**src/rtl/serial_sub.sv**
```systemverilog
// serial_sub: bit-serial A-B subtractor, LSB first; SERIAL_SUB_OVF_EN adds signed overflow flag ovf.
module serial_sub #(
  parameter int WIDTH = 16
) (
  input  logic             clk,
  input  logic             rst,
  input  logic             start,
  input  logic [WIDTH-1:0] A,
  input  logic [WIDTH-1:0] B,
  output logic             busy,
  output logic             done,
  output logic [WIDTH-1:0] D,
  output logic             Bout
`ifdef SERIAL_SUB_OVF_EN
  ,
  output logic             ovf
`endif
);
  localparam int CW = $clog2(WIDTH) + 1;
  typedef enum logic [1:0] {IDLE, SHIFT, FIN} state_t;
  state_t state, state_nxt;
  logic [WIDTH-1:0] a_sh, b_sh;
  logic [CW-1:0] cnt;
  logic borrow, d_bit, load, last;
  always_ff @(posedge clk) state <= rst ? IDLE : state_nxt;
  always_comb begin
    load = (state != SHIFT) && start;
    last = (state == SHIFT) && (cnt == CW'(WIDTH - 1));
    state_nxt = load ? SHIFT : last ? FIN : (state == SHIFT) ? SHIFT : IDLE;
  end
  always_comb begin
    busy  = state == SHIFT;
    done  = state == FIN;
    Bout  = borrow;
    d_bit = a_sh[0] ^ b_sh[0] ^ borrow;
  end
  always_ff @(posedge clk) begin
    if (rst) begin
      a_sh   <= '0;
      b_sh   <= '0;
      D      <= '0;
      cnt    <= '0;
      borrow <= 1'b0;
`ifdef SERIAL_SUB_OVF_EN
      ovf    <= 1'b0;
`endif
    end else if (load) begin
      a_sh   <= A;
      b_sh   <= B;
      cnt    <= '0;
      borrow <= 1'b0;
    end else if (busy) begin
      a_sh   <= a_sh >> 1;
      b_sh   <= b_sh >> 1;
      D      <= {d_bit, D[WIDTH-1:1]};
      cnt    <= cnt + 1'b1;
      borrow <= (~a_sh[0] & b_sh[0]) | (~(a_sh[0] ^ b_sh[0]) & borrow);
`ifdef SERIAL_SUB_OVF_EN
      // On the last step the shifted-out bits are the operand sign bits.
      if (last) ovf <= (a_sh[0] ^ b_sh[0]) & (a_sh[0] ^ d_bit);
`endif
    end
  end
endmodule
```
**config.mk**
```make
export PLATFORM = sky130hd
export DESIGN_NAME = serial_sub
export DESIGN_NICKNAME = d
export VERILOG_FILES = /design/src/rtl/serial_sub.sv
export SDC_FILE = /design/constraint.sdc
export NUM_CORES = 1
export LEC_CHECK = 0
export CAP_MARGIN = 5
export CORE_UTILIZATION = 45
export CTS_CLUSTER_DIAMETER = 30
export DETAILED_ROUTE_END_ITERATION = 8
export HOLD_SLACK_MARGIN = 0.15
export MAX_ROUTING_LAYER = met4
export PLACE_DENSITY = 0.72
export SYNTH_ARGS = -nofsm -noshare
export SYNTH_HDL_FRONTEND = slang
export SYNTH_SLANG_ARGS = --single-unit
export TNS_END_PERCENT = 50
```
**constraint.sdc**
```tcl
create_clock -name clk -period 2.65 [get_ports clk]
set_clock_uncertainty 0.15 [all_clocks]
set_input_delay 0.53 -clock clk [delete_from_list [all_inputs] [get_ports clk]]
set_output_delay 0.53 -clock clk [all_outputs]
set_load 0.005 [all_outputs]
```
# After elaboration in Yosys (flattened, before gate mapping)

Index checks and enable logic that the tools add are counted.

Add/subtract/negate cells: 1
Equal/unequal tests: 4
Multiplexer cells: 7
Bitwise operators: 8
Reduce and logical (&&, ||, !) cells: 5

Operator list:

| cell                | number |
|---|---|
| $mux 16             | 4 |
| $add 5x1->5 const B | 1 |
| $eq 5x4->1 const B  | 1 |
| $not 1->1           | 3 |
| $and 1x1->1         | 2 |
| $eq 2x1->1 const B  | 1 |
| $eq 2x2->1 const B  | 1 |
| $logic_and 1x1->1   | 2 |
| $mux 1              | 2 |
| $mux 2              | 1 |
| $ne 2x1->1 const B  | 1 |
| $reduce_and 2->1    | 1 |
| $reduce_bool 2->1   | 1 |
| $reduce_or 2->1     | 1 |
| $xor 1x1->1         | 2 |
| $or 1x1->1          | 1 |

Register bits: 56
Output and inout port bits: 19
Word-level logic and storage cells: 32

# Logic depth before layout (Yosys ltp)

Gate-level depths: netlist of the first run.

Depth in word-level cells: 4
Gate-level depth with buffers: 5
Mapped depth without buffers: 5

# Least setup slack after synthesis of the first run

No wires, ideal clock.

Kind: input port to flip-flop
From: input start
To: register cnt[2]
Data arrival time: 1233 ps
Data required time: 2421 ps
Setup slack: 1187 ps
Stages: 4
Path through: buf_2 -> buf_6 -> mux2_2 -> a211oi_2

Cells in the longest elaborated chain, start to end: 2

Ends and longest elaborated chain:

| what                             | line | source |
|---|---|---|
| start: declaration               | 7    | `input logic start,` |
| $logic_and 1x1->1                | 27   | `load = (state != SHIFT) && start;` |
| $reduce_or 2->1 (no source line) | --   |  |
| end signal: assignment           | 56   | `cnt <= cnt + 1'b1;` |
| end: declaration                 | 23   | `logic [CW-1:0] cnt;` |

No other way between the ends.
A chain may end at the register's enable or synchronous reset.

# Worst setup path in the final report of the first run

From: register state[1]
To: output busy

Cells in the longest elaborated chain, start to end: 1

Ends and longest elaborated chain:

| what                     | line | source |
|---|---|---|
| start: declaration       | 21   | `state_t state, state_nxt;` |
| start signal: assignment | 25   | `always_ff @(posedge clk) state <= rst ? IDLE : state_nxt;` |
| $eq 2x1->1               | 32   | `busy = state == SHIFT;` |
| end: declaration         | 10   | `output logic busy,` |

No other way between the ends.

==> summary.txt, run 1 <==
Worst Hold Path EP: D[0]
clk buf depth: 2
Slew Viols, Final: 0
syn_nets: 292
CTS root buffer: clkbuf_8
Die W: 74.3 um
htree depth: 2
dominant cells by area after synthesis: dfxtp_1 (48%), mux2i_1 (14%), a211oi_1 (9.6%)
# diodes: 0
hold depth: 2
Post-Syn Instances: 254
sequential power share: 0.535
Synth async-reset ratio: 0
yosys warns: 0
drt total wl: 4430 um
Synth area leader: dfxtp_1
combinational family with the most area after synthesis: simple AND/OR/NAND/NOR gates
Clock power frac: 0.333
Worst-Skew Late Latency: 0.31 ns
Post-route DRC: 0
Routed wire per std cell: 12.1 um
TritonCTS Sinks: 56
Post-Synth XOR/XNOR Area: 0
IO buf count: 53
Post CTS Setup Buffer Count: 0
Psw: 0.429 mW
R2R Setup Slk: 0.63 ns
min-delay worst type: flip-flop to flip-flop
Core Region: 4880 sq um
post-route ant nets: 0
share of cells above drive strength 1: 0.0638
Post-Synth Adder-Cell Area: 0.0192
share of the synthesized area in the top cell type: 0.477
vias in the first global route: 1758
mux cell area share after synthesis: 0.141
number of flops mapped to enable cells by yosys: 0
setup violators final: 0
PwrDens: 575 nW/um^2
chip height: 74.3 um
required time of the critical path: 1.97 ns
Layout area overhead: 27.5%
initial antenna violation count: 0
crit path launch type: flip-flop
Leakage Power: 1.15 nW
final core occ: 0.614
maxcap violations: 0
Pre-antenna DRT Iters: 4
reg-to-reg critical path endpoint: cnt[2]
CP Max Fanout: 36
GRT Resource Usage Total: 0.185
status: finished clean
Combinational Power Share: 0.132
Max Clock Freq: 446 MHz
grt ovf: 0
via count: 1870
top_reg_cell synth: dfxtp_1
CTS buffer count: 5
Final period util: 0.846
Critical Path End Type: output pin
pin count of the biggest net entering global routing: 50
synthesized area: 2350 sq um
Hold Crit Start: D[0]
Final min period: 2.24 ns
Synth Area in Simple Gates: 0.153
worst slew pin tran: 0.709 ns
initial core utilization: 0.482
Syn Area/Cell: 9.26 sq um
Reg clk slew, reported paths: 0.11 ns
first-pass GRT wire length: 7700 um
sequential element share of the synthesized area: 0.477
TritonCTS clock tree: built
Yosys reg bits: 56
Internal: 1.30 mW
FF-to-FF Start: state[1]
Ports: 54
slew margin rel.: 0.528
Synth Area in Compound Gates: 0.151
Hold Slack: 0.314 ns
Max VDD drop: 337 uV
# resized after CTS: 0
vias per std cell: 5.12
distinct cell type count after synthesis: 27
DP Wirelength: 2860 um
global placement routability congestion: 0.682
critical path type: flip-flop to output pin
post-layout instance count excluding filler cells: 365
final net count: 335
final hold violations: 0
DIE AREA: 5520 sq um
R2R depth: 4
RSZ-0062 raised after global routing: no
Placed Instances: 357
setup_tns: 0 ns
Data arrival, critical path: 1.56 ns
switching share of power: 0.249
Std-Cell Rows: 25
CTS Hold Bufs: 0
Initial DRC Count: 93
==> synth_stat cells, types with 4 or more instances <==
cell type  instances
clkbuf_1           4
dfxtp_1           56
nor2_1            30
mux2i_1           32
nand2b_1           4
buf_2              9
nand2_1           34
buf_1              4
a211oi_1          30
a21oi_1           22
==> how the worst max path moves through the flow <==
stage                     endpoint     start  slack, ns
after CTS                     busy  state[1]       0.39
after floorplan             cnt[2]     start       1.19
after detailed placement    cnt[2]  state[1]       0.66
final                         busy  state[1]       0.41
after global routing          busy  state[0]       0.31
after global placement      cnt[2]  state[1]       0.68
==> per-layer routing <==
layer  part of all wire  vias up  GRT usage
met5                  0        -          -
met4             0.0084        0     0.0566
met3              0.042        5     0.0501
met2               0.45       39      0.289
met1               0.50      863      0.235
li1                   -      963          -
==> logic make-up after synthesis <==
kind of cell	Yosys count
multiplexers	33
AND/OR/NAND/NOR	82
buffers and inverters	26
flip-flops	56
AO/OA/AOI/OAI	54
adder cells (fa/ha/maj)	3
==> cell usage in the layout (no fill, tap or decap), drive strengths merged, types with 2 or more instances in the layout <==
cell           synthesis  routed
a211oi                31      31
a21oi                 22      22
buf                   18       7
clkbuf                 4       5
clkdlybuf4s50          0      51
dfxtp                 56      56
ha                     2       2
inv                    4       5
mux2i                 32      32
nand2                 34      34
nand2b                 5       5
nand3                  2       2
nand3b                 3       3
nor2                  30      30
nor3                   2       2
or3                    3       3
==> flip-flops by register name, indices dropped and copies added, names as in the netlist <==
| register | cells |
|---|---|
| a_sh | 16 |
| D | 16 |
| b_sh | 16 |
| state | 2 |
| Bout | 1 |
| cnt | 5 |
==> critical path, stage by stage (launching register included) <==
cell and delay (ns):
dfxtp_1 0.32, nand2b_4 0.31, inv_2 0.11, clkdlybuf4s50_1 0.50
==> power by group through the flow <==
stage	Clock, mW	Sequential, mW	Combinational, mW
after floorplan	0	0.933	0.157
after global placement	0	0.940	0.227
after detailed placement	0	0.940	0.231
after CTS	0.589	0.922	0.232
after global routing	0.622	0.929	0.258
final	0.574	0.922	0.228
==> layout make-up <==
type,count,area [sq um]
clock inverters,3,46.3
inverters,4,15.0
fillers,458,1880
multi-input cells,172,1090
well taps,67,83.8
clock buffers,5,68.8
repair buffers,58,571
flip-flops and latches,56,1120
==> stage by stage <==
stage / cell area, sq um / worst slack [ns] / power (mW)
after global placement: 2880 / 0.676 / 1.17
after floorplan: 2350 / 1.19 / 1.09
after CTS: 3000 / 0.386 / 1.74
after detailed placement: 2880 / 0.661 / 1.17
after global routing: 3000 / 0.305 / 1.81
final: 3000 / 0.408 / 1.72
Note: power is estimated with default switching activity, not from simulation.
==> run 2, diff against run 1 <==
==> constraint.sdc (replaced) <==
create_clock -name clk -period 2.1 [get_ports clk]
set_clock_uncertainty 0.15 [all_clocks]
set_input_delay 0.42 -clock clk [delete_from_list [all_inputs] [get_ports clk]]
set_output_delay 0.42 -clock clk [all_outputs]
set_load 0.005 [all_outputs]
==> summary.txt, run 2 (synthesized netlist as in run 1, its figures left out) <==
initial core utilization: 0.482
final hold violations: 0
DP Wirelength: 2810 um
post-route ant nets: 0
share of cells above drive strength 1: 0.0539
CTS Hold Bufs: 0
maxcap violations: 0
Core Region: 4880 sq um
GRT Resource Usage Total: 0.180
Largest regs: D x16, a_sh x16, b_sh x16
drt total wl: 4460 um
global placement routability congestion: 0.657
Finished Cell Area: 2990 sq um
Std-Cell Rows: 25
Reg clk slew, reported paths: 0.09 ns
switching share of power: 0.247
final net count: 334
Final period util: 0.898
TritonCTS Sinks: 56
Post-Place Cell Area: 2900 sq um
Power Total: 2.06 mW
Routed wire per std cell: 12.3 um
via count: 1841
DIE AREA: 5520 sq um
PwrDens: 689 nW/um^2
clk buf depth: 2
Worst-Skew Late Latency: 0.30 ns
Initial DRC Count: 116
CTS root buffer: clkbuf_8
# diodes: 0
Clock power frac: 0.291
Placement Setup Slack: 0.506 ns
Pre-antenna DRT Iters: 4
status: finished clean
initial antenna violation count: 0
vias in the first global route: 1667
required time of the critical path: 1.53 ns
vias per std cell: 5.06
IO buf count: 53
worst slew pin tran: 0.345 ns
Leakage Power: 1.15 nW
CP Max Fanout: 2
CTS buffer count: 5
slew margin rel.: 0.770
crit path launch type: flip-flop
most common cell after layout, fill and taps aside: dfxtp_1
htree depth: 2
critical path type: flip-flop to output pin
Post-route DRC: 0
Layout area overhead: 27.1%
Die W: 74.3 um
grt ovf: 0
Ports: 54
setup_tns: 0 ns
final worst setup slack: 0.215 ns
min-delay worst type: flip-flop to flip-flop
Post CTS Setup Buffer Count: 0
Max VDD drop: 428 uV
sequential power share: 0.564
Psw: 0.508 mW
setup violators final: 0
Combinational Power Share: 0.145
TritonCTS clock tree: built
Slew Viols, Final: 0
Max Clock Freq: 531 MHz
Final min period: 1.88 ns
pin count of the biggest net entering global routing: 84
final core occ: 0.613
# resized after CTS: 0
RSZ-0062 raised after global routing: no
Critical Path End Type: output pin
first-pass GRT wire length: 7480 um
commonest non-fill, non-tap cells in the layout: dfxtp_1 (56), clkdlybuf4s50_1 (51), nand2_1 (34), mux2i_1 (32)
Data arrival, critical path: 1.31 ns
Internal: 1.55 mW
chip height: 74.3 um
-- run 2: worst paths after layout --
| path | from | to | slack (ns) | cells past startpoint |
|---|---|---|---|---|
| setup reg to reg | state[1] | cnt[2] | 0.47 | 4 |
| hold reg to reg | D[0] | D[0] | 0.31 | 2 |
| hold / removal | D[0] | D[0] | 0.31 | 2 |
| setup / recovery | state[1] | busy | 0.22 | 3 |
-- run 2: power groups by stage --
stage          logic (mW)  clock network [mW]  registers, mW
3_5_place_dp        0.300                   0           1.19
6_report            0.298               0.599           1.16
2_1_floorplan       0.198                   0           1.18
5_1_grt             0.334               0.662           1.17
3_3_place_gp        0.293                   0           1.19
4_1_cts             0.302               0.611           1.16
-- run 2: layout make-up --
| cell class | count | area (sq um) |
|---|---|---|
| Sequential cell | 56 | 1120 |
| Fill cell | 458 | 1890 |
| Multi-Input combinational cell | 172 | 1090 |
| Clock buffer | 8 | 90.1 |
| Inverter | 4 | 15.0 |
| Tap cell | 67 | 83.8 |
| Timing Repair Buffer | 57 | 588 |
-- run 2: worst max-delay path, stage by stage (launching register included) --
cell	delay, ns
dfxtp_1	0.32
nand2b_4	0.15
inv_2	0.06
clkdlybuf4s50_1	0.49
-- run 2: per-layer routing --
| metal | GRT usage | wire length (um) |
|---|---|---|
| met5 | - | 0 |
| met4 | 0.0566 | 53 |
| met3 | 0.0434 | 192 |
| met2 | 0.280 | 2000 |
| met1 | 0.232 | 2210 |
-- run 2: stage by stage --
stage	instances	hold slack, ns
5_1_grt	364	0.351
4_1_cts	364	0.315
6_report	364	0.311
3_3_place_gp	356	0.292
2_1_floorplan	254	0.303
3_5_place_dp	356	0.303
==> run 3, diff against run 2 <==
--- a/config.mk
+++ b/config.mk
@@ -6,12 +6,14 @@
 export NUM_CORES = 1
 export LEC_CHECK = 0
 export CAP_MARGIN = 5
+export CORE_ASPECT_RATIO = 0.7
 export CORE_UTILIZATION = 45
 export CTS_CLUSTER_DIAMETER = 30
 export DETAILED_ROUTE_END_ITERATION = 8
 export HOLD_SLACK_MARGIN = 0.15
 export MAX_ROUTING_LAYER = met4
 export PLACE_DENSITY = 0.72
+export SKIP_CTS_REPAIR_TIMING = 1
 export SYNTH_ARGS = -nofsm -noshare
 export SYNTH_HDL_FRONTEND = slang
 export SYNTH_SLANG_ARGS = --single-unit
==> summary.txt, run 3 (synthesized netlist as in run 1, its figures left out) <==
final core occ: 0.622
final hold violations: 0
Pre-antenna DRT Iters: 4
drt total wl: 4590 um
Std-Cell Rows: 21
Critical Path End Type: output pin
setup_tns: 0 ns
first-pass GRT wire length: 7890 um
TritonCTS clock tree: built
Reg area: 1120 sq um
Slew Viols, Final: 0
Finished Cell Area: 3040 sq um
crit path launch type: flip-flop
# diodes: 0
CP Max Fanout: 4
via count: 1882
Layout area overhead: 29.3%
R2R Setup Slk: 0.52 ns
DIE AREA: 5520 sq um
reg-to-reg critical path endpoint: b_sh[5]
share of cells above drive strength 1: 0.0731
final worst setup slack: 0.216 ns
initial core utilization: 0.481
Routed wire per std cell: 12.4 um
global placement routability congestion: 0.697
CTS buffer count: 5
TritonCTS Sinks: 56
Post-route DRC: 0
CP Cell Sequence: nand2b_4, inv_2, clkdlybuf4s50_1
vias in the first global route: 1739
DP Wirelength: 3100 um
Worst-Skew Late Latency: 0.31 ns
PwrDens: 723 nW/um^2
GRT Resource Usage Total: 0.186
final net count: 338
Largest regs: D x16, a_sh x16, b_sh x16
Data arrival, critical path: 1.31 ns
chip height: 62.5 um
multi-input logic area: 1090 sq um
Leakage Power: 1.18 nW
status: finished clean
vias per std cell: 5.09
htree depth: 2
worst slew pin tran: 0.402 ns
Hold Crit Start: D[0]
Core Region: 4890 sq um
Final period util: 0.897
most common cell after layout, fill and taps aside: dfxtp_1
slew margin rel.: 0.732
clk buf depth: 2
setup violators final: 0
CP max-delay cell: clkdlybuf4s50_1
Ports: 54
Post-Place Cell Area: 2910 sq um
Max Clock Freq: 531 MHz
CTS root buffer: clkbuf_8
commonest non-fill, non-tap cells in the layout: dfxtp_1 (56), clkdlybuf4s50_1 (51), nand2_1 (34), mux2i_1 (32)
required time of the critical path: 1.53 ns
hold depth: 2
min-delay worst type: flip-flop to flip-flop
grt ovf: 0
Reg clk slew, reported paths: 0.10 ns
RSZ-0062 raised after global routing: no
Final min period: 1.88 ns
Die W: 88.4 um
FF-to-FF Start: state[1]
R2R depth: 5
Hold Slack: 0.317 ns
Placement Setup Slack: 0.442 ns
initial antenna violation count: 0
fill cell count: 431
Worst Hold Path EP: D[0]
IO buf count: 53
Max VDD drop: 388 uV
maxcap violations: 0
critical path type: flip-flop to output pin
post-route ant nets: 0
crit-path max cell delay: 0.49 ns
pin count of the biggest net entering global routing: 39
Initial DRC Count: 117
==> run 3: cell types whose count changed in the layout (fill, tap and decap cells not counted) <==
| cell | previous run | this run |
|---|---|---|
| buf_12 | 3 | 2 |
| buf_4 | 1 | 6 |
| bufinv_16 | 0 | 1 |
| clkbuf_1 | 2 | 0 |
| clkinv_4 | 0 | 1 |
==> run 3: layout make-up <==
type,instances,share of cell area
Tap cell,69,0.0284
Timing Repair Buffer,61,0.199
Multi-Input combinational cell,172,0.359
Sequential cell,56,0.369
Clock inverter,2,0.0128
Clock buffer,6,0.0272
Inverter,4,0.00494
==> run 3: critical path: cells and delay by family (launching register included) <==
kind          cells  cell delay (ns)
buf+inv           2             0.54
simple gates      1             0.15
flops             1             0.32
==> run 3: metal layers <==
| metal | part of all wire | vias up | GRT usage |
|---|---|---|---|
| li1 | - | 967 | - |
| met1 | 0.52 | 869 | 0.253 |
| met2 | 0.43 | 39 | 0.275 |
| met3 | 0.044 | 7 | 0.0396 |
| met4 | 0.012 | 0 | 0.0605 |
| met5 | 0 | - | - |
==> run 3: worst max-delay path by stage <==
stage                     startpoint     end  slack (ns)  cells past startpoint
final                       state[1]    busy        0.22                      3
after global routing        state[1]    busy        0.13                      3
after CTS                   state[1]    busy        0.09                      3
after detailed placement    state[1]    busy        0.44                      3
after global placement      state[1]    busy        0.45                      3
after floorplan               cnt[0]  cnt[4]        0.71                      5
==> run 3: power breakdown <==
group	leakage [nW]	switching [mW]	internal (mW)	total [mW]
Combinational	0.656	0.146	0.156	0.302
Clock	0.0614	0.345	0.390	0.735
Sequential	0.459	0.0356	1.13	1.16
==> run 3: stage by stage <==
step | cells | power, mW
after floorplan | 254 | 1.37
after global placement | 361 | 1.48
after detailed placement | 361 | 1.48
after CTS | 369 | 2.22
after global routing | 370 | 2.32
final | 370 | 2.20
==> edit 1: new RTL, flow settings as in run 2 <==
Encoding of `state_t`: now one-hot (3 bits for 3 states).
--- a/src/rtl/serial_sub.sv
+++ b/src/rtl/serial_sub.sv
@@ -17,7 +17,7 @@
 `endif
 );
   localparam int CW = $clog2(WIDTH) + 1;
-  typedef enum logic [1:0] {IDLE, SHIFT, FIN} state_t;
+  typedef enum logic [2:0] {IDLE = 3'b001, SHIFT = 3'b010, FIN = 3'b100} state_t;
   state_t state, state_nxt;
   logic [WIDTH-1:0] a_sh, b_sh;
   logic [CW-1:0] cnt;
Function: no difference found for any inputs over 10 cycles, from zero or initial values and one cycle with rst high; not proved beyond that.
==> edit 1 against run 2 <==
Total power increased by 6.8%. Sequential cell count increased by 1. Area after synthesis down 0.16%. First-iteration DRC count shrank 19%. Hold slack worse by 0.035 ns. Count of clock-buffer cells in the layout grew 4. Largest power group unchanged. Highest routed layer unchanged. Final area up 2.5%. Setup slack worse by 0.031 ns. Wire length increased by 2.3%. Largest cell class unchanged.
==> edit 1: results (changes against run 2) <==
[logic_synthesis]
syn_nets=294  ; was 292
ys_top_cells_by_count=dfxtp_1, nand2_1, mux2i_1  ; unchanged
synthDistinctLibCells=24  ; was 27
ys.warnings.count=0  ; unchanged
ys_top_cells_by_area=dfxtp_1, mux2i_1, a211oi_1  ; unchanged
async_flop_share_pct=0  ; unchanged
synth.yosys.seq_area_share_pct=48.6  ; was 47.7%
synth_ff_type=dfxtp_1  ; unchanged

[global_route]
grt_usage_pct=18.8  ; was 18.0%
grt_pass1_wl_um=7600  ; was 7480 um
antenna_found_initial=0  ; unchanged
grt_pass1_vias=1790  ; was 1667
overflow=0  ; unchanged
grt_max_degree=83  ; was 84

[setup_path]
arrival_ns=1.35  ; was 1.31 ns
critPathMaxFanout=2  ; unchanged
r2r_setup_slack_ns=0.25  ; was 0.47 ns
rr_worst_depth=5  ; was 4

[power]
switching_power_mw=0.500  ; was 0.508 mW
peakVddDrop_mv=0.402  ; was 0.428 mV
leakage_nw=1.22  ; was 1.15 nW

[routing]
drt_pre_antenna_iters=6  ; was 4
wl_um=4560  ; was 4460 um
via_count=1899  ; was 1841
drtIter0Drc=94  ; was 116

[status]
outcome=complete, no violations  ; unchanged

[layout]
final_nets=342  ; was 334
fillers=444  ; was 458
largestRegisters=D: 16 flops, a_sh: 16 flops, b_sh: 16 flops  ; unchanged
antennaDiodeCount=0  ; unchanged
layout-drive-gt1-share_pct=7.52  ; was 5.39%

[clock_network]
root_buffer=clkbuf_8  ; unchanged
post-cts-setup-buffers=0  ; unchanged
h-tree-depth=3  ; was 2
cts_inserted_buffers=9  ; was 5
clkSlewWorstSetupHoldPaths_ns=0.06  ; was 0.09 ns
clk_latency_ns=0.32  ; was 0.30 ns
cts.path.max_buffers=2  ; unchanged

[worst_hold_path]
whs_path_depth=2  ; unchanged
min_path_type=primary input to register  ; was register to register

[placement]
place.port_buffers=53  ; unchanged
hpwlAfterDp_um=2940  ; was 2810 um
globalplace.congestion=0.715  ; was 0.657

[timing]
relSlewSlack_pct=49.1  ; was 77.0%

## edit 1: changes by cell type after synthesis, moves of 2 or more
| cell | delta |
|---|---|
| nand2_1 | +2 |
| buf_6 | -2 |
| nand3b_1 | -3 |
| clkbuf_1 | +6 |
| or3_1 | -3 |
| nand3_1 | +3 |
| buf_1 | -4 |
## edit 1: logic make-up (layout without fill, tap and decap cells)
logic type,after synthesis,in the layout,share of synthesized area (%)
simple gates,80,80,14.0
flops,57,57,48.6
compound gates,56,56,15.9
mux,33,33,14.1
buf+inv,27,77,5.44
fa+ha+maj,3,3,1.92
## edit 1: area by class of cell
cell class	instances	area share [%]
clock buffer	12	4.74
clock inverter	1	0.163
inverter	5	0.612
multi-input combinational	172	35.3
sequential	57	37.2
tap	67	2.74
timing repair buffer	59	19.2
## edit 1: stage by stage
step                power (mW)  instances  setup slack (ns)  instance area [um^2]  hold WS, ns
global placement          1.40        360             0.189                  2910        0.296
CTS                       2.24        373             0.166                  3060        0.256
detailed placement        1.41        360             0.166                  2910        0.301
floorplan                 1.31        256             0.525                  2350        0.298
global route              2.29        373             0.128                  3060        0.298
finish                    2.20        373             0.184                  3060        0.276
## edit 1: critical path, stage by stage, from the launching register on
cell,delay (ns)
dfxtp_1,0.32
nor3b_1,0.18
clkdlybuf4s50_1,0.53
## edit 1: what timing repair did
action                     CTS  global route
gates resized for setup      2             0
setup endpoints to repair    1             0
hold buffers                 0             0
## edit 1: final timing paths
check | from | to
hold / removal | rst | state[2]
setup / recovery | state[2] | done
hold reg to reg | D[0] | D[0]
setup reg to reg | state[1] | cnt[2]
## edit 1: layer usage
layer  up-vias  track usage [%]  share of wire, %
li1        979                -                 -
met1       878             21.0                47
met2        35             31.2                48
met3         7             4.07               3.4
met4         0             10.7               1.6
met5         -                -                 0
## edit 1: power groups by stage
stage	registers [mW]	logic (mW)	clock network (mW)
3_3_place_gp	1.18	0.222	0
3_5_place_dp	1.18	0.225	0
6_report	1.16	0.224	0.815
5_1_grt	1.16	0.248	0.879
2_1_floorplan	1.18	0.135	0
4_1_cts	1.16	0.227	0.850
==> edit 2: new RTL, config.mk and constraints of run 2 <==
Without the edit above. The parameter `WIDTH` goes from 16 to 32.
--- a/src/rtl/serial_sub.sv
+++ b/src/rtl/serial_sub.sv
@@ -1,6 +1,6 @@
 // serial_sub: bit-serial A-B subtractor, LSB first; SERIAL_SUB_OVF_EN adds signed overflow flag ovf.
 module serial_sub #(
-  parameter int WIDTH = 16
+  parameter int WIDTH = 32
 ) (
   input  logic             clk,
   input  logic             rst,
Ports: changed (resized A, B and D); port bits go from 54 to 102. The function was not compared with the original's and may differ.
==> edit 2 against run 2 <==
Setup slack lost 0.12 ns. Die area increased by 81%. Final area increased by 86%. Sequential cell count is 49 higher. Total power rose by 94%. Global-route usage grew 1.4 points. Combinational power rose by 76%. Wire length increased by 100%. Utilization shrank 1.3 points. Area after synthesis rose by 84%. Non-clock buffer count grew 52. Largest cell class unchanged. Register-to-register slack worse by 0.05 ns.
==> edit 2: results (changes against run 2) <==
[status]
outcome=complete, no violations  ; unchanged

[power]
p_int_mw=3.04  ; was 1.55 mW
leakage_nw=2.14  ; was 1.15 nW
peakVddDrop_mv=0.487  ; was 0.428 mV

[worst_hold_path]
min_to=D[7]  ; was D[0]
worstHoldStart=D[8]  ; was D[0]

[setup_path]
cpMaxStageDelayCell=clkdlybuf4s50_1  ; unchanged
slowest_delay_ns=0.51  ; was 0.49 ns
r2r_setup_slack_ns=0.42  ; was 0.47 ns
cp-endpoint=busy  ; unchanged
critPathMaxFanout=6  ; was 2
r2r_end=Bout  ; was cnt[2]
arrival_ns=1.44  ; was 1.31 ns

[clock_network]
clk_latency_ns=0.36  ; was 0.30 ns
h-tree-depth=3  ; was 2
cts_inserted_buffers=9  ; was 5

[routing]
met3WireLength_um=654  ; was 192 um
vias_per_cell=5.09  ; was 5.06
wirelength_met1_um=4280  ; was 2210 um
wl_per_cell_um=13.3  ; was 12.3 um
drtIter0Drc=96  ; was 116

[global_route]
use_met3_pct=7.24  ; was 4.34%
grt_use_met2_pct=29.4  ; was 28.0%
grtUsageMet1_pct=25.3  ; was 23.2%
grt_pass1_vias=3212  ; was 1667
grt_usage_pct=19.4  ; was 18.0%
grt_max_degree=108  ; was 84
grt_pass1_wl_um=15200  ; was 7480 um

[layout]
largestRegisters=D: 32 flops, a_sh: 32 flops, b_sh: 32 flops  ; was D: 16 flops, a_sh: 16 flops, b_sh: 16 flops
layout-drive-gt1-share_pct=4.74  ; was 5.39%
final_nets=615  ; was 334

[logic_synthesis]
synth-compound-area-share_pct=15.7  ; was 15.1%
synthXorXnorAreaFrac_pct=0.405  ; was 0%
synthAdderAreaFrac_pct=0.752  ; was 1.92%
synthDistinctLibCells=30  ; was 27
ys_top_cells_by_count=dfxtp_1, nand2_1, nor2_1  ; was dfxtp_1, nand2_1, mux2i_1
synth.yosys.seq_area_share_pct=48.6  ; was 47.7%
synth_mux_area_share_pct=14.8  ; was 14.1%
async_flop_share_pct=0  ; unchanged
ys_top_cells_by_area=dfxtp_1, mux2i_1, a211oi_1  ; unchanged
syn_nets=536  ; was 292

[placement]
globalplace.congestion=0.819  ; was 0.657
place.port_buffers=101  ; was 53
hpwlAfterDp_um=5860  ; was 2810 um

[timing]
holdWs_ns=0.323  ; was 0.311 ns
tightest_slew_ns=0.509  ; was 0.345 ns

## edit 2: cell count changes in the layout (fill, tap and decap cells not counted), sizes merged, moves of 4 or more
cell	delta
clkdlybuf4s50	+48
buf	+4
nor2	+36
nand2b	-4
nand2	+34
dfxtp	+49
a211oi	+32
mux2i	+32
a21oi	+14
## edit 2: stage by stage
step	cells	total power [mW]	utilization (%)	setup slack (ns)	instance area (um^2)
6_report	678	4.00	60.0	0.0932	5570
5_1_grt	678	4.21	60.0	0.0197	5570
4_1_cts	678	4.06	60.0	0.0722	5570
3_5_place_dp	664	2.73	57.8	0.442	5360
3_3_place_gp	664	2.72	57.8	0.481	5360
2_1_floorplan	467	2.54	-	0.727	4320
## edit 2: cell families after synthesis
kind of cell / count (synthesis)
AOI/OAI and AO/OA: 103
xor gates and xnor gates: 2
adders and majority gates: 2
buffers and inverters: 45
DFF: 105
muxes: 64
and+or+nand+nor: 146
## edit 2: power by group through the flow
| stage | registers [mW] | logic [mW] | clock network [mW] |
|---|---|---|---|
| after floorplan | 2.19 | 0.344 | 0 |
| after global placement | 2.20 | 0.515 | 0 |
| after detailed placement | 2.21 | 0.526 | 0 |
| after CTS | 2.16 | 0.530 | 1.37 |
| after global routing | 2.18 | 0.582 | 1.45 |
| final | 2.16 | 0.523 | 1.31 |
## edit 2: worst max-delay path: cells and delay by family (launching register included)
| family | cells | cell delay (ns) |
|---|---|---|
| DFF | 1 | 0.33 |
| buffers and inverters | 2 | 0.58 |
| and+or+nand+nor | 1 | 0.18 |
## edit 2: cell type report
cell class / instances / area, um^2
Fill cell: 829 / 3710
Tap cell: 129 / 161
Sequential cell: 105 / 2100
Multi-Input combinational cell: 317 / 1960
Clock inverter: 5 / 81.3
Timing Repair Buffer: 109 / 1130
Inverter: 4 / 15.0
Clock buffer: 9 / 124
